--- src/rtl/ysyx_23060332_wbu_if.sv ---
// Write-back unit bus: EXU retire handshake, data-memory read port, regfile write port.
// Optional WBU_MISALIGN_TRAP_EN adds the misalign flag.
interface ysyx_23060332_wbu_if #(
  parameter int unsigned XLEN   = 32,
  parameter int unsigned REG_AW = 5
);
  logic              in_valid;
  logic              in_ready;
  logic              in_is_load;
  logic [2:0]        in_funct3;
  logic [REG_AW-1:0] in_rd;
  logic              in_rd_wen;
  logic [XLEN-1:0]   in_result;
  logic              mem_req_valid;
  logic              mem_req_ready;
  logic [XLEN-1:0]   mem_req_addr;
  logic              mem_rsp_valid;
  logic [XLEN-1:0]   mem_rsp_data;
  logic              reg_wen;
  logic [REG_AW-1:0] reg_waddr;
  logic [XLEN-1:0]   reg_wdata;
  logic              wb_done;
  logic              busy;
`ifdef WBU_MISALIGN_TRAP_EN
  logic              misalign;
`endif

  // WBU side
  modport slave (
    input  in_valid, in_is_load, in_funct3, in_rd, in_rd_wen, in_result,
    input  mem_req_ready, mem_rsp_valid, mem_rsp_data,
    output in_ready, mem_req_valid, mem_req_addr,
    output reg_wen, reg_waddr, reg_wdata, wb_done, busy
`ifdef WBU_MISALIGN_TRAP_EN
    , output misalign
`endif
  );

  // EXU / memory / regfile side
  modport master (
    output in_valid, in_is_load, in_funct3, in_rd, in_rd_wen, in_result,
    output mem_req_ready, mem_rsp_valid, mem_rsp_data,
    input  in_ready, mem_req_valid, mem_req_addr,
    input  reg_wen, reg_waddr, reg_wdata, wb_done, busy
`ifdef WBU_MISALIGN_TRAP_EN
    , input misalign
`endif
  );
endinterface

--- src/rtl/ysyx_23060332_wbu.sv ---
// Write-back unit: retires one EXU instruction at a time, performing the load read and
// byte/half/word extraction before the regfile write. Optional macro: WBU_MISALIGN_TRAP_EN.
module ysyx_23060332_wbu #(
  parameter int unsigned XLEN   = 32,
  parameter int unsigned REG_AW = 5
) (
  input  logic                 clk,
  input  logic                 rst,
  ysyx_23060332_wbu_if.slave   bus
);

  typedef enum logic [1:0] {IDLE, REQ, WAIT, WB} state_t;

  state_t            state;
  logic              is_load_q;
  logic [2:0]        funct3_q;
  logic [REG_AW-1:0] rd_q;
  logic              rd_wen_q;
  logic [XLEN-1:0]   result_q;

  logic [7:0]        byte_c;
  logic [15:0]       half_c;
  logic [XLEN-1:0]   load_val_c;
  logic              take_mem_c;
  logic              mis_c;

  // Misaligned-load detection only matters when the trap is built in
`ifdef WBU_MISALIGN_TRAP_EN
  always_comb begin
    mis_c = bus.in_is_load &&
            (((bus.in_funct3[1:0] == 2'b01) && bus.in_result[0]) ||
             ((bus.in_funct3 == 3'b010) && (bus.in_result[1:0] != 2'b00)));
  end
`else
  assign mis_c = 1'b0;
`endif

  assign take_mem_c = bus.in_is_load && !mis_c;

  // Load value extraction from the returned word using the captured address offset
  always_comb begin
    byte_c     = 8'h00;
    half_c     = result_q[1] ? bus.mem_rsp_data[31:16] : bus.mem_rsp_data[15:0];
    load_val_c = '0;
    case (result_q[1:0])
      2'b00:   byte_c = bus.mem_rsp_data[7:0];
      2'b01:   byte_c = bus.mem_rsp_data[15:8];
      2'b10:   byte_c = bus.mem_rsp_data[23:16];
      default: byte_c = bus.mem_rsp_data[31:24];
    endcase
    case (funct3_q)
      3'b000:  load_val_c = {{(XLEN-8){byte_c[7]}}, byte_c};
      3'b100:  load_val_c = {{(XLEN-8){1'b0}}, byte_c};
      3'b001:  load_val_c = {{(XLEN-16){half_c[15]}}, half_c};
      3'b101:  load_val_c = {{(XLEN-16){1'b0}}, half_c};
      3'b010:  load_val_c = bus.mem_rsp_data;
      default: load_val_c = '0;
    endcase
  end

  // FSM with registered outputs; outputs are loaded on the transition into each state
  always_ff @(posedge clk) begin
    if (rst) begin
      state             <= IDLE;
      is_load_q         <= 1'b0;
      funct3_q          <= 3'b000;
      rd_q              <= '0;
      rd_wen_q          <= 1'b0;
      result_q          <= '0;
      bus.in_ready      <= 1'b0;
      bus.mem_req_valid <= 1'b0;
      bus.mem_req_addr  <= '0;
      bus.reg_wen       <= 1'b0;
      bus.reg_waddr     <= '0;
      bus.reg_wdata     <= '0;
      bus.wb_done       <= 1'b0;
      bus.busy          <= 1'b0;
`ifdef WBU_MISALIGN_TRAP_EN
      bus.misalign      <= 1'b0;
`endif
    end else begin
      case (state)
        IDLE: begin
          bus.in_ready <= 1'b1;
          if (bus.in_valid && bus.in_ready) begin
            is_load_q    <= bus.in_is_load;
            funct3_q     <= bus.in_funct3;
            rd_q         <= bus.in_rd;
            rd_wen_q     <= bus.in_rd_wen;
            result_q     <= bus.in_result;
            bus.in_ready <= 1'b0;
            bus.busy     <= 1'b1;
            if (take_mem_c) begin
              state             <= REQ;
              bus.mem_req_valid <= 1'b1;
              bus.mem_req_addr  <= {bus.in_result[XLEN-1:2], 2'b00};
            end else begin
              state         <= WB;
              bus.reg_wen   <= bus.in_rd_wen && (bus.in_rd != '0) && !mis_c;
              bus.reg_waddr <= bus.in_rd;
              bus.reg_wdata <= bus.in_result;
              bus.wb_done   <= 1'b1;
`ifdef WBU_MISALIGN_TRAP_EN
              bus.misalign  <= mis_c;
`endif
            end
          end
        end
        REQ: begin
          if (bus.mem_req_ready) begin
            state             <= WAIT;
            bus.mem_req_valid <= 1'b0;
            bus.mem_req_addr  <= '0;
          end else begin
            bus.mem_req_addr  <= {result_q[XLEN-1:2], 2'b00};
          end
        end
        WAIT: begin
          if (bus.mem_rsp_valid && is_load_q) begin
            state         <= WB;
            result_q      <= load_val_c;
            bus.reg_wen   <= rd_wen_q && (rd_q != '0);
            bus.reg_waddr <= rd_q;
            bus.reg_wdata <= load_val_c;
            bus.wb_done   <= 1'b1;
          end
        end
        WB: begin
          state         <= IDLE;
          bus.reg_wen   <= 1'b0;
          bus.reg_waddr <= '0;
          bus.reg_wdata <= '0;
          bus.wb_done   <= 1'b0;
          bus.busy      <= 1'b0;
          bus.in_ready  <= 1'b1;
`ifdef WBU_MISALIGN_TRAP_EN
          bus.misalign  <= 1'b0;
`endif
        end
        default: state <= IDLE;
      endcase
    end
  end

endmodule

--- src/flat_wrapper.sv ---
// flat-port wrapper written by rule: the top's interface ports become plain ports
module ysyx_23060332_wbu_flat 
#(
  parameter int unsigned XLEN   = 32,
  parameter int unsigned REG_AW = 5
)
  (clk, rst, bus_in_valid, bus_in_is_load, bus_in_funct3, bus_in_rd, bus_in_rd_wen, bus_in_result, bus_mem_req_ready, bus_mem_rsp_valid, bus_mem_rsp_data, bus_in_ready, bus_mem_req_valid, bus_mem_req_addr, bus_reg_wen, bus_reg_waddr, bus_reg_wdata, bus_wb_done, bus_busy);
  ysyx_23060332_wbu_if #(.XLEN(XLEN), .REG_AW(REG_AW)) bus_i ();
  input  logic clk;
  input  logic rst;
  input wire logic [$bits(bus_i.in_valid)-1:0] bus_in_valid;
  input wire logic [$bits(bus_i.in_is_load)-1:0] bus_in_is_load;
  input wire logic [$bits(bus_i.in_funct3)-1:0] bus_in_funct3;
  input wire logic [$bits(bus_i.in_rd)-1:0] bus_in_rd;
  input wire logic [$bits(bus_i.in_rd_wen)-1:0] bus_in_rd_wen;
  input wire logic [$bits(bus_i.in_result)-1:0] bus_in_result;
  input wire logic [$bits(bus_i.mem_req_ready)-1:0] bus_mem_req_ready;
  input wire logic [$bits(bus_i.mem_rsp_valid)-1:0] bus_mem_rsp_valid;
  input wire logic [$bits(bus_i.mem_rsp_data)-1:0] bus_mem_rsp_data;
  output wire logic [$bits(bus_i.in_ready)-1:0] bus_in_ready;
  output wire logic [$bits(bus_i.mem_req_valid)-1:0] bus_mem_req_valid;
  output wire logic [$bits(bus_i.mem_req_addr)-1:0] bus_mem_req_addr;
  output wire logic [$bits(bus_i.reg_wen)-1:0] bus_reg_wen;
  output wire logic [$bits(bus_i.reg_waddr)-1:0] bus_reg_waddr;
  output wire logic [$bits(bus_i.reg_wdata)-1:0] bus_reg_wdata;
  output wire logic [$bits(bus_i.wb_done)-1:0] bus_wb_done;
  output wire logic [$bits(bus_i.busy)-1:0] bus_busy;
  assign bus_i.in_valid = bus_in_valid;
  assign bus_i.in_is_load = bus_in_is_load;
  assign bus_i.in_funct3 = bus_in_funct3;
  assign bus_i.in_rd = bus_in_rd;
  assign bus_i.in_rd_wen = bus_in_rd_wen;
  assign bus_i.in_result = bus_in_result;
  assign bus_i.mem_req_ready = bus_mem_req_ready;
  assign bus_i.mem_rsp_valid = bus_mem_rsp_valid;
  assign bus_i.mem_rsp_data = bus_mem_rsp_data;
  assign bus_in_ready = bus_i.in_ready;
  assign bus_mem_req_valid = bus_i.mem_req_valid;
  assign bus_mem_req_addr = bus_i.mem_req_addr;
  assign bus_reg_wen = bus_i.reg_wen;
  assign bus_reg_waddr = bus_i.reg_waddr;
  assign bus_reg_wdata = bus_i.reg_wdata;
  assign bus_wb_done = bus_i.wb_done;
  assign bus_busy = bus_i.busy;
  ysyx_23060332_wbu #(.XLEN(XLEN), .REG_AW(REG_AW)) u_core (.clk(clk), .rst(rst), .bus(bus_i));
endmodule
--- config.mk ---
export PLATFORM = sky130hd
export DESIGN_NAME = ysyx_23060332_wbu_flat
export DESIGN_NICKNAME = d
export VERILOG_FILES = /design/src/rtl/ysyx_23060332_wbu_if.sv /design/src/rtl/ysyx_23060332_wbu.sv /design/src/flat_wrapper.sv
export SDC_FILE = /design/constraint.sdc
export NUM_CORES = 1
export LEC_CHECK = 0
export ABC_AREA = 1
export CORE_MARGIN = 8
export CORE_UTILIZATION = 50
export CTS_BUF_LIST = sky130_fd_sc_hd__clkbuf_16
export CTS_CLUSTER_SIZE = 24
export DETAILED_ROUTE_END_ITERATION = 16
export HOLD_SLACK_MARGIN = 0.02
export PLACE_DENSITY_LB_ADDON = 0.25
export SETUP_SLACK_MARGIN = 0.2
export SYNTH_ARGS = -nofsm -noshare
export SYNTH_HDL_FRONTEND = slang
export SYNTH_SLANG_ARGS = --single-unit
export TNS_END_PERCENT = 20
--- constraint.sdc ---
create_clock -name clk -period 2.7 [get_ports clk]
set_input_delay 0.27 -clock clk [delete_from_list [all_inputs] [get_ports clk]]
set_output_delay 0.27 -clock clk [all_outputs]
set_load 0.005 [all_outputs]
# After elaboration in Yosys (flattened, before gate mapping)
# Cells that the tools add are included.
# classes
eq_ne	14
n_reduce_logical	20
n_mux	38
# ops
op	count
$mux 32	7
$pmux 32 s5	1
$pmux 32 s2	2
$pmux 32 s3	1
$pmux 8 s3	1
$mux 16	1
$mux 5	3
$pmux 5 s3	1
$mux 1	11
$reduce_bool 5->1	2
$reduce_and 3->1	3
$mux 2	4
$pmux 2 s4	1
$reduce_and 4->1	2
$eq 2x2->1 const B	3
$eq 3x3->1 const B	2
$ne 2x2->1 const B	3
$pmux 1 s2	3
$pmux 1 s3	2
$reduce_bool 2->1	3
$eq 2x1->1 const B	2
$logic_and 1x1->1	4
$logic_not 2->1	2
$ne 2x1->1 const B	2
5 further kinds	6
# word_totals
input_bits	79
out_inout_bits	74
reg_bits	118
wordCells	86

# Logic depth before layout (Yosys ltp)
# Gate-level depths: netlist (run 1).
# depth
word_depth	5
depth_mapped	11
ltp_nobuf	9

# Worst setup path after synthesis (run 1)
# OpenSTA, ideal clock, no wires.
# synth_path
kind	register to register
from	register u_core.state[0]
to	register u_core.result_q[25]
arrival_ps	1527
slack_ps	1053
required_ps	2581
period_less_slack_ps	1647
setup_ps	119
n_path_buf	2
path_stages_with_launch	11
cell_sequence	dfxtp_1 > inv_1 > ha_1 > buf_4 > nand2_1 > nand2_1 > nor2_2 > inv_1 > buf_2 > a21oi_1 > a21oi_1
# synth_between
elab_chain_len	3
word_cells_on_any_way	7
classes_between	eq/ne (3); mux (1); reduce/logical (3)
# synth_lines
item	line	text
from (decl)	ysyx_23060332_wbu.sv:14	state_t state;
from (signal assigned)	ysyx_23060332_wbu.sv:64	state <= IDLE;
from (signal assigned)	ysyx_23060332_wbu.sv:94	state <= REQ;
from (signal assigned)	ysyx_23060332_wbu.sv:98	state <= WB;
$eq 2x2->1 / $logic_not 2->1 (equally long branches)	ysyx_23060332_wbu.sv:82	case (state)
$ne 2x1->1 (no line) / $reduce_bool 2->1 (equally long branches)	-	
$reduce_and 3->1 (no line)	-	
to (signal assigned)	ysyx_23060332_wbu.sv:90	result_q <= bus.in_result;
to (signal assigned)	ysyx_23060332_wbu.sv:121	result_q <= load_val_c;
to (decl)	ysyx_23060332_wbu.sv:19	logic [XLEN-1:0] result_q;
# Several ways; a longest one is shown, not always the timed one.
# A chain may end at the register's enable or synchronous reset.

# Worst setup path in the final report (run 1)
# layout_path
from	register u_core.state[1]
to	register u_core.result_q[8]
# Same word-level chain as after synthesis.

==> results of run 1 <==
[sequential cells by signal (all words and copies together), names as in the netlist, 2 cells and up]
| register | flops |
|---|---|
| u_core.bus.mem_req_addr | 30 |
| u_core.funct3_q | 3 |
| u_core.state | 2 |
| u_core.rd_q | 5 |
| u_core.bus.reg_waddr | 5 |
| u_core.bus.reg_wdata | 32 |
| u_core.result_q | 32 |
[logic make-up (layout without fill, tap and decap cells)]
family | count (synthesis) | count (layout) | share of synthesized area
AOI/OAI and AO/OA | 288 | 288 | 0.243
adders and majority gates | 5 | 5 | 0.0101
buffers and inverters | 184 | 313 | 0.127
DFF | 116 | 116 | 0.377
other | 1 | 2 | 0.000608
and+or+nand+nor | 364 | 364 | 0.242
[worst max path at each step]
| stage | from | to |
|---|---|---|
| floorplan | u_core.state[0] | u_core.result_q[25] |
| global placement | u_core.state[1] | u_core.result_q[7] |
| detailed placement | u_core.state[0] | u_core.result_q[29] |
| CTS | u_core.state[1] | u_core.result_q[7] |
| global route | u_core.state[1] | u_core.result_q[15] |
| finish | u_core.state[1] | u_core.result_q[8] |
[power by group]
part           internal (mW)  switching, mW  total [mW]
sequential              2.37          0.353        2.72
combinational           1.74           2.33        4.07
clock                   1.51          0.788        2.30
total                   5.62           3.47        9.09
[final cells by class]
class | count | area, µm²
clock buffers | 17 | 425
clock inverters | 15 | 171
fillers | 1067 | 3770
inverters | 116 | 435
multi-input cells | 659 | 3070
flip-flops and latches | 116 | 2320
well taps | 147 | 184
repair buffers | 165 | 1640
[synthesized netlist by cell type]
master | n | area (µm²)
a21oi_1 | 137 | 686
nor2_1 | 139 | 522
nand3_1 | 43 | 215
nor2_4 | 2 | 22.5
nor2_2 | 3 | 18.8
nand2_1 | 165 | 619
a22oi_1 | 5 | 37.5
nor3_1 | 1 | 5.00
clkbuf_1 | 32 | 120
or2_2 | 3 | 18.8
clkbuf_2 | 1 | 5.00
nand2_4 | 1 | 11.3
ha_1 | 5 | 62.6
o21ai_0 | 104 | 521
buf_2 | 25 | 125
buf_4 | 4 | 30.0
o21ai_2 | 1 | 8.76
a221oi_1 | 1 | 8.76
dfxtp_1 | 116 | 2320
nand3_2 | 1 | 10.0
inv_1 | 110 | 413
o21ai_1 | 10 | 50.1
conb_1 | 1 | 3.75
nand2_2 | 2 | 12.5
buf_6 | 6 | 67.6
nand4_1 | 3 | 18.8
o22ai_1 | 30 | 188
inv_2 | 6 | 22.5
nor2_8 | 1 | 20.0
[per-stage QoR]
step / instances / setup slack [ns] / power, mW / utilization / cell area, µm²
after global routing: 1235 / 0.161 / 9.69 / 0.686 / 8250
after detailed placement: 1203 / 0.489 / 6.76 / 0.637 / 7650
final: 1235 / 0.411 / 9.09 / 0.686 / 8250
after global placement: 1203 / 0.585 / 6.70 / 0.637 / 7650
after floorplan: 959 / 1.05 / 5.05 / - / 6170
after CTS: 1235 / 0.471 / 9.09 / 0.686 / 8250
[metal layers]
metal / routed length, µm / track usage
met1: 8240 / 0.283
met2: 9740 / 0.411
met3: 1600 / 0.0728
met4: 403 / 0.0966
met5: 0 / 0
[worst min-delay path: cells and delay by family (launching register included)]
family                 cells  cell delay (ns)
DFF                        1             0.30
AOI/OAI and AO/OA          1             0.06
buffers and inverters      1             0.04
==> impl_metrics.yaml, run 1 <==
timing:
  rsz0062_at_grt: "true"
  setup_viol: 0
  fin_setup_tns_ns: 0
  worstMarginPinSlew_ns: 1.13
  drv_slew: 0
  final_hold_viol_count: 0
  relSlewSlack: 0.244
  max_freq_mhz: 437
  finClkSkew_ns: 0.00774
  finalCriticalPeriod_ns: 2.29
  fin_hold_ws_ns: 0.468
  fin_crit_sh: 0.848
clocking:
  cts_made_buffers: 17
  postCtsResizedCells: 0
  clockBufferDepth: 2
  clk-insertion-delay-late_ns: 0.42
  postCtsSetupBuffers: 0
  cts_tree: "built"
  cts-htree-levels: 4
  clk_pin_slew_ns: 0.05
  cts_root_buf: "clkbuf_16"
  hold_buffers: 0
  cts_sinks: 116
critical_path:
  cp_slowest_cell: "inv_1"
  reg2reg_from: "u_core.state[1]"
  slowest_delay_ns: 0.81
  reg2reg_setup_slack_ns: 0.41
  cp.depth: 8
  end_kind: "flip-flop"
  crit_arrival_ns: 2.63
  path_delay_family: "buffers and inverters"
  crit_path_cell_trace: "inv_1, ha_1, nand2_1, nand2_1, nor2_2, inv_1, nor2_1, a21oi_1"
  critPathMaxFanout: 32
  r2r_end: "u_core.result_q[8]"
  cp_data_required_time_ns: 3.04
  cp_num_buf_inv: 2
  reg2reg_depth: 8
  cp-start-kind: "flip-flop"
  worstSetupPathType: "flip-flop to flip-flop"
floorplan:
  ioPinCount: 153
  rows: 40
  die_area_um2: 16100
  dieHeight_um: 127
  start_util: 0.513
  die_w_um: 127
  core_um2: 12000
finish:
  antenna_cells: 0
  drive_above_1_share: 0.0597
  final_cell_mix: "nand2_1, clkdlybuf4s50_1, nor2_1"
  nNetsFinal: 1159
  area_growth_pct: 33.8
  final_common_cell: "nand2_1"
detailed_routing:
  first_iter_violations: 852
  wl_per_cell_um: 16.2
  drc: 0
  via_per_inst: 5.45
  ant_nets: 0
  drt_wl_total_um: 20000
  dr_total_vias: 6736
  dr.pass1.iters: 6
power_and_ir_drop:
  peakVddDrop_mv: 0.872
  power_density_nw_per_um2: 1100
  leakage_nw: 3.59
outcome:
  outcome: "finished, final reports clean"
logic_synthesis:
  synth-seq-cells: 116
  yosys_warnings: 0
  syn-cell-area_um2: 6160
  yosysSeqAreaShare: 0.377
  avgSynthCellArea_um2: 6.43
  syn-instance-count: 958
  synth.distinct_cells: 29
worst_hold_path:
  worstHoldPathType: "flip-flop to flip-flop"
  hold_end: "u_core.bus.busy"
  hp-start: "u_core.bus.busy"
  worstHoldPathCells: 2
global_route:
  overflow: 0
  antenna_found_initial: 0
  track_usage: 0.243
  grt_pass1_vias: 6432
  grt_max_degree: 59
  grt_pass1_wl_um: 31900
place:
  numPortBuffers: 150
  gp_congestion: 0.917
  post-dp-hpwl_um: 13800
job:
  max_cap_viol_count: 0
(Power assumes the default switching activity.)
==> inputs of run 2 (changes only) <==
Settings changed: CORE_UTILIZATION 50 to 45.
Clock period 2.7 ns to 2.04 ns, I/O delays scaled along.
==> impl_metrics.yaml, run 2 (synthesized netlist as in run 1, its figures left out) <==
critical_path:
  cp-start-kind: "flip-flop"
  reg2reg_from: "u_core.result_q[1]"
  crit_arrival_ns: 2.03
  r2r_end: "u_core.bus.reg_wdata[15]"
  critPathMaxFanout: 24
  cp_data_required_time_ns: 2.38
  reg2reg_setup_slack_ns: 0.35
  setup.worst_path.start: "u_core.result_q[1]"
  worstSetupPathType: "flip-flop to flip-flop"
  reg2reg_depth: 7
  end_kind: "flip-flop"
clocking:
  cts_tree: "built"
  cts-htree-levels: 4
  cts_root_buf: "clkbuf_16"
  cts_sinks: 116
  clk_pin_slew_ns: 0.06
  clk-insertion-delay-late_ns: 0.42
  hold_buffers: 0
  clockBufferDepth: 2
  cts_made_buffers: 17
  postCtsSetupBuffers: 0
timing:
  fin_setup_tns_ns: 0
  finalCriticalPeriod_ns: 1.69
  max_freq_mhz: 592
  drv_slew: 0
  setup_viol: 0
  fin_hold_ws_ns: 0.399
  rsz0062_at_grt: "true"
  fin_crit_sh: 0.828
  finClkSkew_ns: 0.00613
  final_hold_viol_count: 0
detailed_routing:
  drc: 0
  dr.pass1.iters: 5
  ant_nets: 0
  via_per_inst: 5.27
  wl_per_cell_um: 15.8
  dr_total_vias: 6694
  drt_wl_total_um: 20100
  first_iter_violations: 558
global_route:
  overflow: 0
  track_usage: 0.227
  antenna_found_initial: 0
  grt_pass1_wl_um: 33000
  grt_pass1_vias: 6471
  grt_max_degree: 108
finish:
  final_cell_mix: "nand2_1, clkdlybuf4s50_1, nor2_1"
  final_common_cell: "nand2_1"
  area_growth_pct: 35.0
  drive_above_1_share: 0.0667
  multi_input_area_um2: 3090
  reg_top3: "u_core.bus.reg_wdata: 32 flops, u_core.result_q: 32 flops, u_core.bus.mem_req_addr: 30 flops"
  nNetsFinal: 1166
  regArea_um2: 2320
  antenna_cells: 0
  fillCellCount: 1259
power_and_ir_drop:
  power_density_nw_per_um2: 1420
  leakage_nw: 3.62
  peakVddDrop_mv: 0.810
floorplan:
  die_area_um2: 17700
  core_um2: 13300
  die_w_um: 133
  start_util: 0.464
  dieHeight_um: 133
  rows: 42
  ioPinCount: 153
job:
  max_cap_viol_count: 0
worst_hold_path:
  worstHoldPathCells: 3
  worstHoldPathType: "primary input to flip-flop"
  hold_end: "u_core.funct3_q[1]"
  hp-start: "bus_in_funct3[1]"
place:
  post-dp-hpwl_um: 14100
  numPortBuffers: 150
  gp_congestion: 0.937
outcome:
  outcome: "finished, final reports clean"
-- run 2: cell types whose count changed in the layout (fill, tap and decap cells not counted), sizes merged --
cell      previous run  this run
buf                 15        22
bufinv               4         1
clkinv               8        11
clkinvlp             1         0
inv                118       119
-- run 2: per-layer routing --
layer / track usage / up-vias / routed length [µm]
met2: 0.375 / 237 / 9590
met5: 0 / - / 0
met3: 0.0674 / 42 / 1450
met1: 0.269 / 3066 / 8560
li1: - / 3349 / -
met4: 0.0959 / 0 / 499
-- run 2: where the power goes --
group	switching [mW]	internal, mW
logic	3.09	2.47
registers	0.467	3.13
clock network	1.06	1.63
total	4.62	7.23
-- run 2: critical path, cell delays in order (launching register included) --
cell	delay (ns)
dfxtp_1	0.32
inv_2	0.28
nand2_1	0.13
nand3_1	0.17
nand3_4	0.25
nand2_1	0.15
nand2_1	0.12
a21oi_1	0.18
-- run 2: area by class of cell --
type | count | share of cell area
clock buffer | 17 | 0.0511
clock inverter | 15 | 0.0119
inverter | 116 | 0.0526
multi-input combinational | 659 | 0.371
sequential | 116 | 0.279
tap | 176 | 0.0265
timing repair buffer | 172 | 0.208
-- run 2: timing repair --
action | in CTS | in global routing
gates cloned | 0 | 0
setup endpoints to repair | 66 | 103
gates resized for setup | 2 | 8
-- run 2: per-stage QoR --
step	utilization	worst slack (ns)	std cells	power, mW	area (µm²)
3_5_place_dp	0.584	0.113	1239	9.09	7760
2_1_floorplan	-	0.393	959	6.68	6170
3_3_place_gp	0.584	0.219	1239	9.03	7760
5_1_grt	0.626	0.201	1271	12.7	8320
6_report	0.626	0.351	1271	11.9	8320
4_1_cts	0.624	0.198	1271	11.8	8290
-- run 2: how the worst max path moves through the flow --
stage	to	slack [ns]	depth (start not counted)
3_5_place_dp	u_core.bus.reg_wdata[15]	0.11	9
4_1_cts	u_core.state[1]	0.20	7
6_report	u_core.bus.reg_wdata[15]	0.35	7
2_1_floorplan	u_core.result_q[25]	0.39	10
5_1_grt	u_core.result_q[9]	0.20	8
3_3_place_gp	u_core.result_q[15]	0.22	7
==> inputs of run 3 (changes only) <==
Clock period 2.04 ns to 1.4 ns, I/O delays scaled along.
==> impl_metrics.yaml, run 3 (synthesized netlist as in run 1, its figures left out) <==
detailed_routing:
  ant_nets: 0
  first_iter_violations: 785
  dr.pass1.iters: 6
  dr_total_vias: 7330
  via_per_inst: 5.52
  wl_per_cell_um: 17.8
  drt_wl_total_um: 23700
  drc: 0
finish:
  drive_above_1_share: 0.217
  nNetsFinal: 1224
  fillCellCount: 1071
  antenna_cells: 0
  area_growth_pct: 55.0
  reg_top3: "u_core.bus.reg_wdata: 32 flops, u_core.result_q: 32 flops, u_core.bus.mem_req_addr: 30 flops"
  design_area_um2: 9560
  final_common_cell: "nand2_1"
  final_cell_mix: "nand2_1, nor2_1, dfxtp_1"
timing:
  setup_viol: 104
  layout_setup_ws_ns: -0.190
  max_freq_mhz: 629
  finClkSkew_ns: 0.00918
  drv_slew: 0
  fin_setup_tns_ns: -10.67
  finalCriticalPeriod_ns: 1.59
  fin_crit_sh: 1.14
  final_hold_viol_count: 0
  rsz0062_at_grt: "true"
power_and_ir_drop:
  power_density_nw_per_um2: 2110
  peakVddDrop_mv: 1.32
  leakage_nw: 4.40
  power_mw: 20.1
critical_path:
  crit_arrival_ns: 1.93
  cp-start-kind: "flip-flop"
  worstSetupPathType: "flip-flop to flip-flop"
  critPathMaxFanout: 34
  cp_data_required_time_ns: 1.74
  end_kind: "flip-flop"
floorplan:
  start_util: 0.464
  dieHeight_um: 133
  rows: 42
  die_w_um: 133
  core_um2: 13300
  die_area_um2: 17700
  ioPinCount: 153
clocking:
  clk-insertion-delay-late_ns: 0.42
  cts_made_buffers: 17
  cts-htree-levels: 4
  cts_root_buf: "clkbuf_16"
  cts_tree: "built"
  clk_pin_slew_ns: 0.06
  clockBufferDepth: 2
  hold_buffers: 0
  cts_sinks: 116
global_route:
  grt_max_degree: 42
  grt_pass1_vias: 7024
  antenna_found_initial: 0
  overflow: 0
  track_usage: 0.251
  grt_pass1_wl_um: 36100
job:
  max_cap_viol_count: 0
place:
  numPortBuffers: 150
  place_area_um2: 8490
  post-dp-hpwl_um: 15300
  gp_congestion: 0.906
outcome:
  outcome: "finished, violations left"
  violations: "setup timing"
worst_hold_path:
  worstHoldPathType: "primary input to flip-flop"
run 3: cell count changes in the layout (fill, tap and decap cells not counted), sizes merged:
cell,delta
buf,+52
clkinvlp,+2
clkbuf,+6
clkdlybuf4s50,-72
clkinv,-2
dlygate4sd2,+67
nor2,+1
clkdlybuf4s15,+4
run 3: power by group:
group | switching (mW) | internal, mW | total, mW
registers | 0.821 | 4.60 | 5.42
clock network | 1.62 | 2.41 | 4.03
logic | 5.81 | 4.87 | 10.7
run 3: layout make-up:
cell class | count | area [µm²] | share of cell area
well taps | 176 | 220 | 0.0230
clock buffers | 17 | 425 | 0.0445
flip-flops and latches | 116 | 2340 | 0.245
multi-input cells | 660 | 3560 | 0.373
clock inverters | 15 | 118 | 0.0123
inverters | 116 | 460 | 0.0482
repair buffers | 229 | 2430 | 0.254
run 3: path summary, 6_finish.rpt:
path                    endpoint  cells after the start        startpoint  slack (ns)
max          u_core.result_q[24]                      8   u_core.state[1]       -0.19
min           u_core.funct3_q[0]                      3  bus_in_funct3[0]        0.35
max reg2reg  u_core.result_q[24]                      8   u_core.state[1]       -0.19
min reg2reg       u_core.rd_q[3]                      2    u_core.rd_q[3]        0.47
run 3: timing repair:
action | CTS | global route
endpoints found under the hold margin | 0 | 0
setup buffers | 2 | 5
gates resized for setup | 128 | 70
pin swaps | 10 | 22
setup endpoints to repair | 188 | 123
gates cloned | 2 | 6
run 3: layer usage:
layer	GRT usage	part of all wire	wire (µm)
met1	0.296	0.39	9350
met2	0.414	0.48	11300
met3	0.0670	0.081	1930
met4	0.120	0.046	1080
met5	0	0	0
run 3: critical path, cell delays in order (launching register included):
cell and delay (ns):
dfxtp_4 0.36, buf_6 0.12, ha_4 0.18, buf_4 0.15, buf_12 0.16, inv_2 0.08
buf_12 0.20, a21oi_2 0.07, a21oi_1 0.15
run 3: through the flow:
| stage | hold WS, ns | worst slack [ns] | utilization | std cells |
|---|---|---|---|---|
| 2_1_floorplan | 0.300 | -0.0490 | - | 959 |
| 3_3_place_gp | 0.450 | -0.204 | 0.638 | 1282 |
| 3_5_place_dp | 0.459 | -0.259 | 0.638 | 1282 |
| 4_1_cts | 0.346 | -0.136 | 0.690 | 1318 |
| 5_1_grt | 0.357 | -0.226 | 0.719 | 1329 |
| 6_report | 0.349 | -0.190 | 0.719 | 1329 |
